<file path="config.mk">
export PLATFORM = sky130hd
export DESIGN_NAME = freq_div_scheduler
export DESIGN_NICKNAME = d
export VERILOG_FILES = /design/src/rtl/freq_div_scheduler.sv
export SDC_FILE = /design/constraint.sdc
export NUM_CORES = 1
export LEC_CHECK = 0
export ABC_CLOCK_PERIOD_IN_PS = 4800
export CAP_MARGIN = 0
export CORE_ASPECT_RATIO = 0.7
export CORE_MARGIN = 5
export CORE_UTILIZATION = 47
export CTS_CLUSTER_DIAMETER = 200
export DETAILED_ROUTE_END_ITERATION = 7
export PLACE_DENSITY = 0.86
export SYNTH_ARGS = -nofsm -noshare
export SYNTH_HDL_FRONTEND = slang
export SYNTH_SLANG_ARGS = --single-unit
</file>
<file path="constraint.sdc">
create_clock -name Clk -period 4.8 [get_ports Clk]
set_input_delay 0.72 -clock Clk [delete_from_list [all_inputs] [get_ports Clk]]
set_output_delay 0.72 -clock Clk [all_outputs]
set_load 0.005 [all_outputs]
</file>
<file path="src/rtl/freq_div_scheduler.sv">
// ---------------------------------------------------------------------------
// freq_div_scheduler
//
// Arbitrates four requesters that each want to reprogram a shared clock
// divider. A granted divisor is checked for zero. A nonzero divisor runs the
// divider through a safe reload sequence before it is enabled again:
//   STOP (Enable low for SETTLE cycles) -> LOAD (ConfigDiv strobe)
//   -> PRIME (divider presets its phase counters) -> RUN (Ack pulse).
// A zero divisor is rejected with an Err pulse, and the divider keeps running
// as before. StopReq halts the divider and takes priority over every request.
//
// Parameters
//   SETTLE     cycles Enable is held low before a reload (1..15)
// Ports
//   Clk        system clock, rising edge
//   Reset      asynchronous, active-high reset
//   Req[3:0]   per-requester reconfiguration request (level, held until Ack)
//   DivBus     four 32-bit divisors, requester i on [32i+31:32i]
//   StopReq    level request to halt the divider
//   Ack[3:0]   one-cycle pulse: requester's divisor is now running
//   Err[3:0]   one-cycle pulse: requester's divisor rejected (zero)
//   Owner      index of the requester whose divisor is loaded
//   Busy       high while a reload is in progress (STOP, LOAD, PRIME)
//   DivOut     divisor presented to the divider
//   ConfigDiv  divider load strobe
//   Enable     divider run enable
// ---------------------------------------------------------------------------
module freq_div_scheduler #(
  parameter int unsigned SETTLE = 2
) (
  input  logic         Clk,
  input  logic         Reset,
  input  logic [3:0]   Req,
  input  logic [127:0] DivBus,
  input  logic         StopReq,
  output logic [3:0]   Ack,
  output logic [3:0]   Err,
  output logic [1:0]   Owner,
  output logic         Busy,
  output logic [31:0]  DivOut,
  output logic         ConfigDiv,
  output logic         Enable
);

  typedef enum logic [2:0] {IDLE, STOP, LOAD, PRIME, RUN, HALT} state_t;

  localparam logic [3:0] SETTLE_CNT = 4'(SETTLE);

  state_t      state;
  logic [1:0]  ptr;      // last granted requester
  logic [1:0]  win_q;    // latched winner
  logic [31:0] div_q;    // latched divisor of the winner
  logic        chk;      // a grant was latched last edge and awaits its zero check
  logic [3:0]  cnt;      // STOP cycles remaining

  // Round-robin pick, searching upward from the requester after ptr.
  logic        gnt_valid;
  logic [1:0]  gnt_idx;
  logic [31:0] gnt_div;

  always_comb begin
    logic [1:0] cand;
    gnt_valid = 1'b0;
    gnt_idx   = ptr;
    cand      = ptr;
    for (int i = 1; i <= 4; i++) begin
      cand = ptr + 2'(i);
      if (!gnt_valid && Req[cand]) begin
        gnt_valid = 1'b1;
        gnt_idx   = cand;
      end
    end
    gnt_div = DivBus[32*gnt_idx +: 32];
  end

  // NOTE: every register here, outputs included, is updated with
  // non-blocking assignments so all of them see pre-edge values of each other.
  always_ff @(posedge Clk or posedge Reset) begin
    if (Reset) begin
      state     <= IDLE;
      ptr       <= 2'd3;
      win_q     <= '0;
      div_q     <= '0;
      chk       <= 1'b0;
      cnt       <= '0;
      Ack       <= '0;
      Err       <= '0;
      Owner     <= '0;
      Busy      <= 1'b0;
      DivOut    <= '0;
      ConfigDiv <= 1'b0;
      Enable    <= 1'b0;
    end else begin
      // Pulse outputs default low every cycle.
      Ack       <= '0;
      Err       <= '0;
      ConfigDiv <= 1'b0;

      case (state)
        IDLE, RUN: begin
          if (StopReq) begin
            state  <= HALT;
            chk    <= 1'b0;
            Enable <= 1'b0;
          end else if (chk) begin
            // The grant latched last edge is judged now; the requester sees
            // Ack or Err before this controller arbitrates again.
            chk <= 1'b0;
            if (div_q == '0) begin
              Err <= 4'b0001 << win_q;
            end else begin
              state  <= STOP;
              cnt    <= SETTLE_CNT;
              Enable <= 1'b0;
              Busy   <= 1'b1;
            end
          end else if (gnt_valid) begin
            win_q <= gnt_idx;
            div_q <= gnt_div;
            ptr   <= gnt_idx;
            chk   <= 1'b1;
          end
        end

        STOP: begin
          if (cnt <= 4'd1) begin
            state     <= LOAD;
            ConfigDiv <= 1'b1;
            DivOut    <= div_q;
            Owner     <= win_q;
          end else begin
            cnt <= cnt - 4'd1;
          end
        end

        LOAD: state <= PRIME;

        PRIME: begin
          state  <= RUN;
          Enable <= 1'b1;
          Busy   <= 1'b0;
          Ack    <= 4'b0001 << win_q;
        end

        HALT: begin
          if (!StopReq) state <= IDLE;
        end

        default: state <= IDLE;
      endcase
    end
  end

endmodule

</file>
; ---- After elaboration in Yosys (flattened, before gate mapping)
; Cells that the tools add are included.
[classes]
n_addsub = 4
n_mul = 0
div_mod_pow = 0
n_lt_le_gt_ge = 5
eq_ne = 13
shifts = 2
muxes = 45
bitwise_logic = 2
n_reduce_logical = 17
[op_table]
columns = cell, count
row1 = indexed part select 128 x 8 -> 32 bit, 1
row2 = 2-to-1 mux 4 bit, 9
row3 = logical NOT 32 bit, 1
row4 = 2-to-1 mux 1 bit, 19
row5 = 2-to-1 mux 3 bit, 5
row6 = one-hot mux 3 bit (5 select lines), 1
row7 = "less-than comparator 2 x 3 -> 1 bit, second input constant", 4
row8 = "!= test 2 bit, second input constant", 6
row9 = AND reduction 4 bit, 3
row10 = binary-select mux 1 bit (select 2 bit), 4
row11 = 2-to-1 mux 2 bit, 4
row12 = one-hot mux 4 bit (2 select lines), 1
row13 = "equality test 3 x 2 -> 1 bit, second input constant", 2
row14 = "equality test 3 bit, second input constant", 2
row15 = "!= test 3 bit, second input constant", 2
row16 = AND reduction 5 bit, 1
row17 = "adder 2 bit, second input constant", 2
row18 = "less-or-equal comparator 4 x 1 -> 1 bit, second input constant", 1
row19 = one-hot mux 1 bit (2 select lines), 2
row20 = nonzero test 2 bit, 2
row21 = "<< shifter 1 x 2 -> 4 bit, first input constant", 1
row22 = "subtractor 4 x 1 -> 4 bit, second input constant", 1
row23 = "equality test 3 x 1 -> 1 bit, second input constant", 1
row24 = logical AND 1 bit, 3
row25 = 7 further kinds, 10
[totals]
ff_bits = 89
latch_bits = 0
mem_bits_rw = 0
mem_bits_ro = 0
inputBits = 135
output_inout_bits = 45
word_cells = 101
mem_count = 0

; ---- Longest topological paths before layout
; Gate-level depths: netlist of the first run.
[depth]
word_depth = 16
mapped_depth = 9
ltp_nobuf = 7

; ---- Worst setup path after synthesis of the first run
; OpenSTA, ideal clock, no wires.
[synth_path]
kind = register to register
start = reg ptr[1]
end = reg div_q[24]
setup_ns = 0.142
t_arrival_ns = 2.032
t_required_ns = 4.658
path_slack_ns = 2.626
path_stages_with_launch = 9
n_path_buf = 4
period_less_slack_ns = 2.174
path_cell_list = dfstp_2 > buf_2 > mux2_2 > a222oi_1 > clkbuf_1 > buf_4 > buf_4 > mux2i_1 > o221ai_1
[synth_via]
elab_chain_cells = 14
elab_cells_between_ends = 27
cone_classes = add/sub (3) / shift (1) / mux (16) / reduce/logical (7)
[synth_lines]
columns = item, line_no
row1 = "start, declared", 50  ; logic [1:0] ptr;
row2 = "start signal, assigned", 120  ; ptr <= gnt_idx;
row3 = adder 2 x 1 -> 2 bit, 67  ; cand = ptr + 2'(i);
row4 = binary-select mux 1 bit (select 2 bit), 68  ; if (!gnt_valid && Req[cand]) begin
row5 = 2-to-1 mux 1 bit (implied by the code), 68
row6 = 2-to-1 mux 1 bit, 68
row7 = logical NOT 1 bit, 68
row8 = logical AND 1 bit, 68
row9 = 2-to-1 mux 1 bit, 68
row10 = logical NOT 1 bit, 68
row11 = logical AND 1 bit, 68
row12 = 2-to-1 mux 1 bit, 68
row13 = logical NOT 1 bit, 68
row14 = logical AND 1 bit, 68
row15 = 2-to-1 mux 2 bit or 2-to-1 mux 1 bit (tied branches), 68
row16 = indexed part select 128 x 8 -> 32 bit or AND reduction 4 bit (tied branches), --
row17 = "end signal, assigned", 119  ; div_q <= gnt_div;
row18 = "end, declared", 52  ; logic [31:0] div_q;
; Several ways; a longest one is shown, not always the timed one. The select of a mux whose other input is x is not followed.
; A chain may end at the register's enable or synchronous reset.

; ---- Worst setup path after layout of the first run
[layout_path]
start = in StopReq
end = reg div_q[18]
[layout_via]
elab_chain_cells = 2
[layout_lines]
columns = item, line_no
row1 = "start, declared", 35  ; input logic StopReq,
row2 = inverter 1 bit (no source line), --
row3 = AND reduction 4 bit (no source line), --
; No other way between the ends.

==> results.yml, run 1 <==
grt:
  grt_use_total_pct: 22.4
  antenna_found_initial: 0
  grt_pass1_vias: 3962
  grt_first_pass_wirelength_mm: 20.9
  gr-total-overflow: 0
  grt_max_degree: 51
critical_path:
  worstSetupStartpoint: "StopReq"
  cp_max_fo: 32
  startpoint_type: "input pin"
  path_delay_family: "simple AND/OR/NAND/NOR gates"
  cp.required_ps: 5030
  slowest_delay_ps: 720
  worst-path-buf-inv: 1
  critPathKind: "input pin to flop"
  crit_chain: "clkdlybuf4s50_1 -> nor3_1 -> o41a_2 -> nand2_1 -> o221ai_1"
  r2r_slack_ps: 1990
  timing.rr.start: "state[1]"
  end_kind: "flop"
  arrival_ps: 3150
  critPathSlowestCell: "nand2_1"
placement:
  place_ws_ps: 1590
  place_congestion: 0.827
  port_buffers: 179
  hpwlAfterDp_mm: 9.68
clock_tree:
  cts_setup_buffers: 0
  cts_hold_buf: 0
  cts_buffers: 9
  clkLatencyLatePin_ps: 340
  path_clk_slew_ps: 60
  htree_levels: 3
  ctsResizeCount: 0
  tritoncts: "yes"
  root_buffer: "clkbuf_16"
  cts_buffer_depth: 2
  cts_sinks: 89
logic_synthesis:
  synth_common_cells: "dfrtp_1 (87), mux2i_1 (64), nand2_1 (39)"
  synthArstFlopShare_pct: 100
  synth_edf_count: 0
  synthFlopType: "dfrtp_1"
  synth_nets: 513
  ys_ff_latch: 89
  ys.warnings.count: 0
  synth_cell_types: 38
  synth_area_mm2: 0.00451
  syn_avg_cell_area_um2: 12.0
  ys_top_cells_by_area: "dfrtp_1 (48%), mux2i_1 (14%), mux2_4 (9.0%), o221ai_1 (6.2%), nand2_1 (3.2%)"
  synth_top_area_share_pct: 48.3
  synth_top_cell_by_area: "dfrtp_1"
  synth_seq_area_share_pct: 49.5
  postSynthCellCount: 376
  synth.most_common_cell: "dfrtp_1"
power:
  power_leakage_nw: 3.04
  pwr_density_cell_mw_per_mm2: 576
  vdd_drop_max_mv: 0.337
sta:
  skew_ps: 9.49
  finalSetupTns_ps: 0
  worst_slew_pin_slew_ps: 1230
  finalCritPeriodShare_pct: 60.9
  setup_viol: 0
  finalMaxSlewViolations: 0
  clock.fmax_ghz: 0.342
  hold_viol_final: 0
  fin_crit_ps: 2920
  slew_headroom_pct: 17.9
  rsz0062_at_grt: "no"
  fin_ws_ps: 1880
die:
  die_x_um: 127
  start_util_pct: 48.9
  io_pins: 180
  dieArea_mm2: 0.0117
  coreArea_mm2: 0.00922
  rows: 29
  die_y_um: 91.9
routing:
  routedWlPerCell_um: 19.6
  routed_wl_mm: 13.2
  route.vias.total: 3743
  drc_errors: 0
  wl_met1_mm: 5.59
  first_pass_iters: 4
  met2WireLength_mm: 6.25
  routed_via_density: 5.56
  drtIter0Drc: 198
  final_antenna_net_count: 0
  dr.max_layer_used: "met4"
  met3_length_mm: 1.26
layout:
  final-seq-area_mm2: 0.00223
  diodes: 0
  drive_gt1_share_pct: 11.7
  fill_cells: 660
  syn2layout_area_growth_pct: 46.9
  multi_input_area_mm2: 0.00205
  fin_nets: 681
flow_run:
  maxCapViolCount: 0
outcome:
  status: "completed"
min_path:
  hp-start: "DivOut[30]"
  hp-class: "flop to flop"
[routing by layer]
metal  GRT usage, %  up-vias
li1               -     1735
met1           28.2     1815
met2           38.5      183
met3           7.38       10
met4           3.48        0
met5              0        -
[state kept, by name, indices dropped and copies added (netlist names)]
signal,count
Err,4
Busy,1
DivOut,32
win_q,2
ConfigDiv,1
Ack,4
ptr,2
chk,1
Owner,2
state,3
div_q,32
Enable,1
cnt,4
[worst reg2reg max path, delay by kind of cell, from the launching register on]
kind,cells,cell delay (ps)
DFF,1,460
AOI/OAI and AO/OA,2,830
and+or+nand+nor,3,1410
[stage by stage]
stage          total power, W  util [%]  hold slack [ps]  area, um^2  std cells
6_report              0.00381      71.9              510        6620        673
2_1_floorplan         0.00247         -              463        4510        376
4_1_cts               0.00383      71.9              513        6620        673
3_3_place_gp          0.00299      68.4              488        6310        657
5_1_grt               0.00403      71.9              524        6620        673
3_5_place_dp          0.00307      68.4              493        6310        657
[placed cells by master (no fill, tap or decap), drive strengths merged, types with 2 or more instances in the layout]
master / instances
clkdlybuf4s50: 179
dfrtp: 87
mux2i: 64
nand2: 39
mux2: 35
o221ai: 32
a21oi: 15
nor2: 15
clkbuf: 11
inv: 10
nor4: 9
nor3: 7
buf: 5
a31oi: 4
o21a: 4
nand2b: 3
o21ai: 3
nor3b: 3
nand4: 2
and3b: 2
ha: 2
clkinvlp: 2
dfstp: 2
clkinv: 2
[kinds of logic after synthesis]
family	share of synthesized area (%)
DFF	49.5
muxes	25.2
adders and majority gates	0.555
AOI/OAI and AO/OA	10.6
buffers and inverters	5.13
and+or+nand+nor	9.02
[final timing paths]
path	depth (start not counted)	to
worst max-delay path	5	div_q[18]
worst min-delay path	1	DivOut[30]
worst max register to register	5	div_q[18]
worst min register to register	1	DivOut[30]
max in group asynchronous	3	div_q[9]
min in group asynchronous	2	DivOut[22]
[cell type report]
cell class                 instances  area share, %
timing repair buffer             184           27.6
clock inverter                     5          0.945
clock buffer                      11           3.82
sequential                        89           33.7
multi-input combinational        250           31.0
inverter                          10          0.586
tap                              124           2.34
[power by group]
group	switching [W]	total, W	internal [W]
logic	0.000754	0.00173	0.000980
clock network	0.000294	0.000729	0.000434
registers	0.000273	0.00135	0.00108
Note: power is estimated with default switching activity, not from simulation.
==> inputs of run 2 (changes only) <==
ABC_CLOCK_PERIOD_IN_PS = 3000   (was 4800)
CORE_UTILIZATION = 44   (was 47)
PLACE_DENSITY = 0.81   (was 0.86)
clock period = 3 ns   (was 4.8 ns; I/O delays follow)
==> results.yml, run 2 (synthesis results as in run 1) <==
outcome:
  status: "completed"
die:
  io_pins: 180
  start_util_pct: 45.8
  coreArea_mm2: 0.00983
  die_x_um: 131
  dieArea_mm2: 0.0124
  rows: 30
  die_y_um: 94.7
critical_path:
  critPathSlowestCell: "a222oi_1"
  arrival_ps: 2740
  critPathKind: "input pin to flop"
  crit_chain: "clkdlybuf4s50_1 -> mux2_2 -> a222oi_1 -> buf_12 -> mux2i_1 -> o221ai_1"
  cp.required_ps: 3200
  startpoint_type: "input pin"
  cp_max_fo: 54
  worstSetupStartpoint: "Req[3]"
  timing.rr.start: "ptr[1]"
  end_kind: "flop"
  slowest_delay_ps: 530
sta:
  finalCritPeriodShare_pct: 84.7
  rsz0062_at_grt: "no"
  slew_headroom_pct: 53.6
  clock.fmax_ghz: 0.393
  setup_viol: 0
  skew_ps: 5.07
  finalMaxSlewViolations: 0
  fin_crit_ps: 2540
  hold_viol_final: 0
  worst_slew_pin_slew_ps: 697
  finalSetupTns_ps: 0
clock_tree:
  cts_hold_buf: 0
  tritoncts: "yes"
  htree_levels: 3
  ctsResizeCount: 0
  cts_setup_buffers: 0
  clkLatencyLatePin_ps: 340
  cts_buffers: 9
  cts_sinks: 89
  root_buffer: "clkbuf_16"
  path_clk_slew_ps: 60
  cts_buffer_depth: 2
layout:
  syn2layout_area_growth_pct: 47.2
  final_area_mm2: 0.00664
  diodes: 0
  top_regs: "DivOut: 32 flops, div_q: 32 flops"
  layout_common_cells: "clkdlybuf4s50_1 (179), dfrtp_1 (87), mux2i_1 (64)"
  final_common_cell: "clkdlybuf4s50_1"
  post-route-util_pct: 67.5
  drive_gt1_share_pct: 11.6
  fin_nets: 684
placement:
  hpwlAfterDp_mm: 9.79
  placed_area_mm2: 0.00636
  port_buffers: 179
  place_congestion: 0.774
routing:
  routed_via_density: 5.42
  routedWlPerCell_um: 19.3
  final_antenna_net_count: 0
  routed_wl_mm: 13.1
  drtIter0Drc: 168
  first_pass_iters: 4
  route.vias.total: 3682
  drc_errors: 0
grt:
  gr-total-overflow: 0
  grt_use_total_pct: 20.6
  grt_pass1_vias: 3871
  antenna_found_initial: 0
  grt_first_pass_wirelength_mm: 19.7
  grt_max_degree: 55
flow_run:
  maxCapViolCount: 0
power:
  vdd_drop_max_mv: 0.575
  report.power.total_w: 0.00602
  pwr_density_cell_mw_per_mm2: 907
  power_leakage_nw: 3.05
min_path:
  hp-class: "input pin to asynchronous set/reset pin"
[run 2: area by class of cell]
class	instances	area, um^2
clock buffers	11	233
inverters	10	38.8
repair buffers	187	1880
flip-flops and latches	89	2230
multi-input cells	250	2050
fillers	735	3200
clock inverters	4	45.0
well taps	128	160
[run 2: report_power, final]
part / switching (W) / internal, W
combinational: 0.00121 / 0.00159
clock: 0.000436 / 0.000637
sequential: 0.000421 / 0.00172
total: 0.00207 / 0.00395
[run 2: per-stage QoR]
step | setup WS [ps] | std cells | hold WS, ps
finish | 458 | 679 | 480
global route | 396 | 679 | 517
CTS | 458 | 679 | 493
detailed placement | 127 | 664 | 493
global placement | 241 | 664 | 484
floorplan | 246 | 376 | 463
[run 2: routing by layer]
metal  up-vias  track usage [%]  part of all wire (%)
li1       1736                -                     -
met1      1784             25.7                    41
met2       147             35.8                    49
met3        15             5.26                   8.4
met4         0             4.79                  0.94
met5         -                0                     0
[run 2: final timing paths]
| kind | endpoint | slack, ps | cells past startpoint |
|---|---|---|---|
| min in group Clk | DivOut[30] | 510 | 1 |
| max in group asynchronous | ptr[0] | 1810 | 3 |
| worst max register to register | div_q[7] | 460 | 5 |
| worst min register to register | DivOut[30] | 510 | 1 |
| worst min-delay path | div_q[26] | 480 | 2 |
| worst max-delay path | div_q[7] | 460 | 6 |
[run 2: critical path: cells and delay by family]
| family | cells | cell delay (ps) |
|---|---|---|
| AOI/OAI and AO/OA | 2 | 690 |
| buffers and inverters | 2 | 900 |
| muxes | 2 | 620 |
==> inputs of run 3 (changes only) <==
ABC_CLOCK_PERIOD_IN_PS = 2300   (was 3000)
CORE_UTILIZATION = 40   (was 44)
PLACE_DENSITY = 0.78   (was 0.81)
clock period = 2.3 ns   (was 3 ns; I/O delays follow)
==> results.yml, run 3 (synthesis results as in run 1) <==
clock_tree:
  path_clk_slew_ps: 60
  cts_setup_buffers: 0
  clkLatencyLatePin_ps: 340
  tritoncts: "yes"
  htree_levels: 3
  cts_buffers: 9
  cts_buffer_depth: 2
  root_buffer: "clkbuf_16"
  cts_sinks: 89
  cts_hold_buf: 0
  ctsResizeCount: 0
power:
  power_frac_seq_pct: 34.6
  switching_power_w: 0.00274
  p_sw_share_pct: 33.9
  p_comb_share_pct: 47.2
  pwr_density_cell_mw_per_mm2: 1180
  p_int_w: 0.00535
  power_leakage_nw: 3.14
  clock_power_share_pct: 18.2
  vdd_drop_max_mv: 0.504
critical_path:
  startpoint_type: "flop"
  cp.required_ps: 2510
  cp_max_fo: 12
  r2r_slack_ps: 120
  critPathKind: "flop to flop"
  rr_worst_depth: 6
  timing.rr.start: "ptr[1]"
  end_kind: "flop"
  arrival_ps: 2380
  r2r_end: "div_q[9]"
placement:
  port_buffers: 179
  place_congestion: 0.829
  placed_cells: 706
  hpwlAfterDp_mm: 10.1
sta:
  finalCritPeriodShare_pct: 94.6
  hold_ws_ps: 463
  worst_slew_pin_slew_ps: 480
  fin_crit_ps: 2180
  hold_viol_final: 0
  rsz0062_at_grt: "no"
  skew_ps: 11.4
  finalMaxSlewViolations: 0
  setup_viol: 0
  slew_headroom_pct: 68.0
  clock.fmax_ghz: 0.460
routing:
  drc_errors: 0
  first_pass_iters: 6
  routed_via_density: 5.18
  final_antenna_net_count: 0
  route.vias.total: 3738
  drtIter0Drc: 141
  routed_wl_mm: 13.4
  routedWlPerCell_um: 18.5
layout:
  layout_common_cells: "clkdlybuf4s50_1 (179), dfrtp_1 (87), mux2i_1 (63)"
  fin_cells: 722
  multi_input_area_mm2: 0.00206
  syn2layout_area_growth_pct: 52.0
  fill_cells: 868
  diodes: 0
  drive_gt1_share_pct: 14.8
  final-seq-area_mm2: 0.00223
  fin_nets: 701
  final_common_cell: "clkdlybuf4s50_1"
  top_regs: "DivOut: 32 flops, div_q: 32 flops"
die:
  io_pins: 180
  dieArea_mm2: 0.0135
  die_x_um: 137
  start_util_pct: 40.9
  rows: 32
  coreArea_mm2: 0.0110
  die_y_um: 98.8
outcome:
  status: "completed"
flow_run:
  maxCapViolCount: 0
grt:
  antenna_found_initial: 0
  grt_max_degree: 90
  gr-total-overflow: 0
  grt_use_total_pct: 19.8
  grt_pass1_vias: 3999
  grt_first_pass_wirelength_mm: 20.9
min_path:
  hp-class: "input pin to asynchronous set/reset pin"
run 3: cell types whose count changed in the layout (fill, tap and decap cells not counted), sizes merged:
cell and change:
buf +17, clkinvlp +3, clkinv -2
run 3: final cells by class:
type,count,share of cell area (%)
flip-flops and latches,89,32.5
multi-input cells,250,30.0
repair buffers,204,29.7
clock buffers,11,3.54
well taps,153,2.79
clock inverters,5,0.804
inverters,10,0.603
run 3: stage by stage:
step           total power [W]  cell area, um^2  setup TNS (ps)  utilization (%)  setup slack [ps]
6_report               0.00809             6850               0             62.2               124
5_1_grt                0.00861             6850               0             62.2             0.469
4_1_cts                0.00815             6840               0             62.2              63.4
3_5_place_dp           0.00663             6550            -304             59.5             -67.9
3_3_place_gp           0.00647             6550           -9.26             59.5             -9.26
2_1_floorplan          0.00516             4510               0                -               126
run 3: worst max-delay path by stage:
stage | startpoint | to | slack, ps | depth (start not counted)
global placement | Req[1] | div_q[30] | -9 | 7
CTS | ptr[1] | div_q[22] | 60 | 6
floorplan | ptr[1] | div_q[24] | 130 | 8
finish | ptr[1] | div_q[9] | 120 | 6
global route | ptr[1] | div_q[9] | 0.5 | 6
detailed placement | Req[1] | div_q[22] | -70 | 7
run 3: power groups by stage:
stage / Clock [W] / Combinational, W / Sequential (W)
after floorplan: 0 / 0.00252 / 0.00264
after global placement: 0 / 0.00368 / 0.00279
after detailed placement: 0 / 0.00381 / 0.00282
after CTS: 0.00150 / 0.00385 / 0.00280
after global routing: 0.00157 / 0.00413 / 0.00291
final: 0.00147 / 0.00382 / 0.00280
run 3: per-layer routing:
metal | GRT usage (%) | share of wire [%]
met5 | 0 | 0
met4 | 6.75 | 1.8
met3 | 6.68 | 8.7
met2 | 32.7 | 48
met1 | 24.3 | 42
run 3: worst max-delay path, stage by stage (launching register included):
cell,delay (ps)
dfstp_2,590
mux2_2,350
a222oi_1,290
buf_4,230
buf_6,190
mux2i_1,240
o221ai_1,150
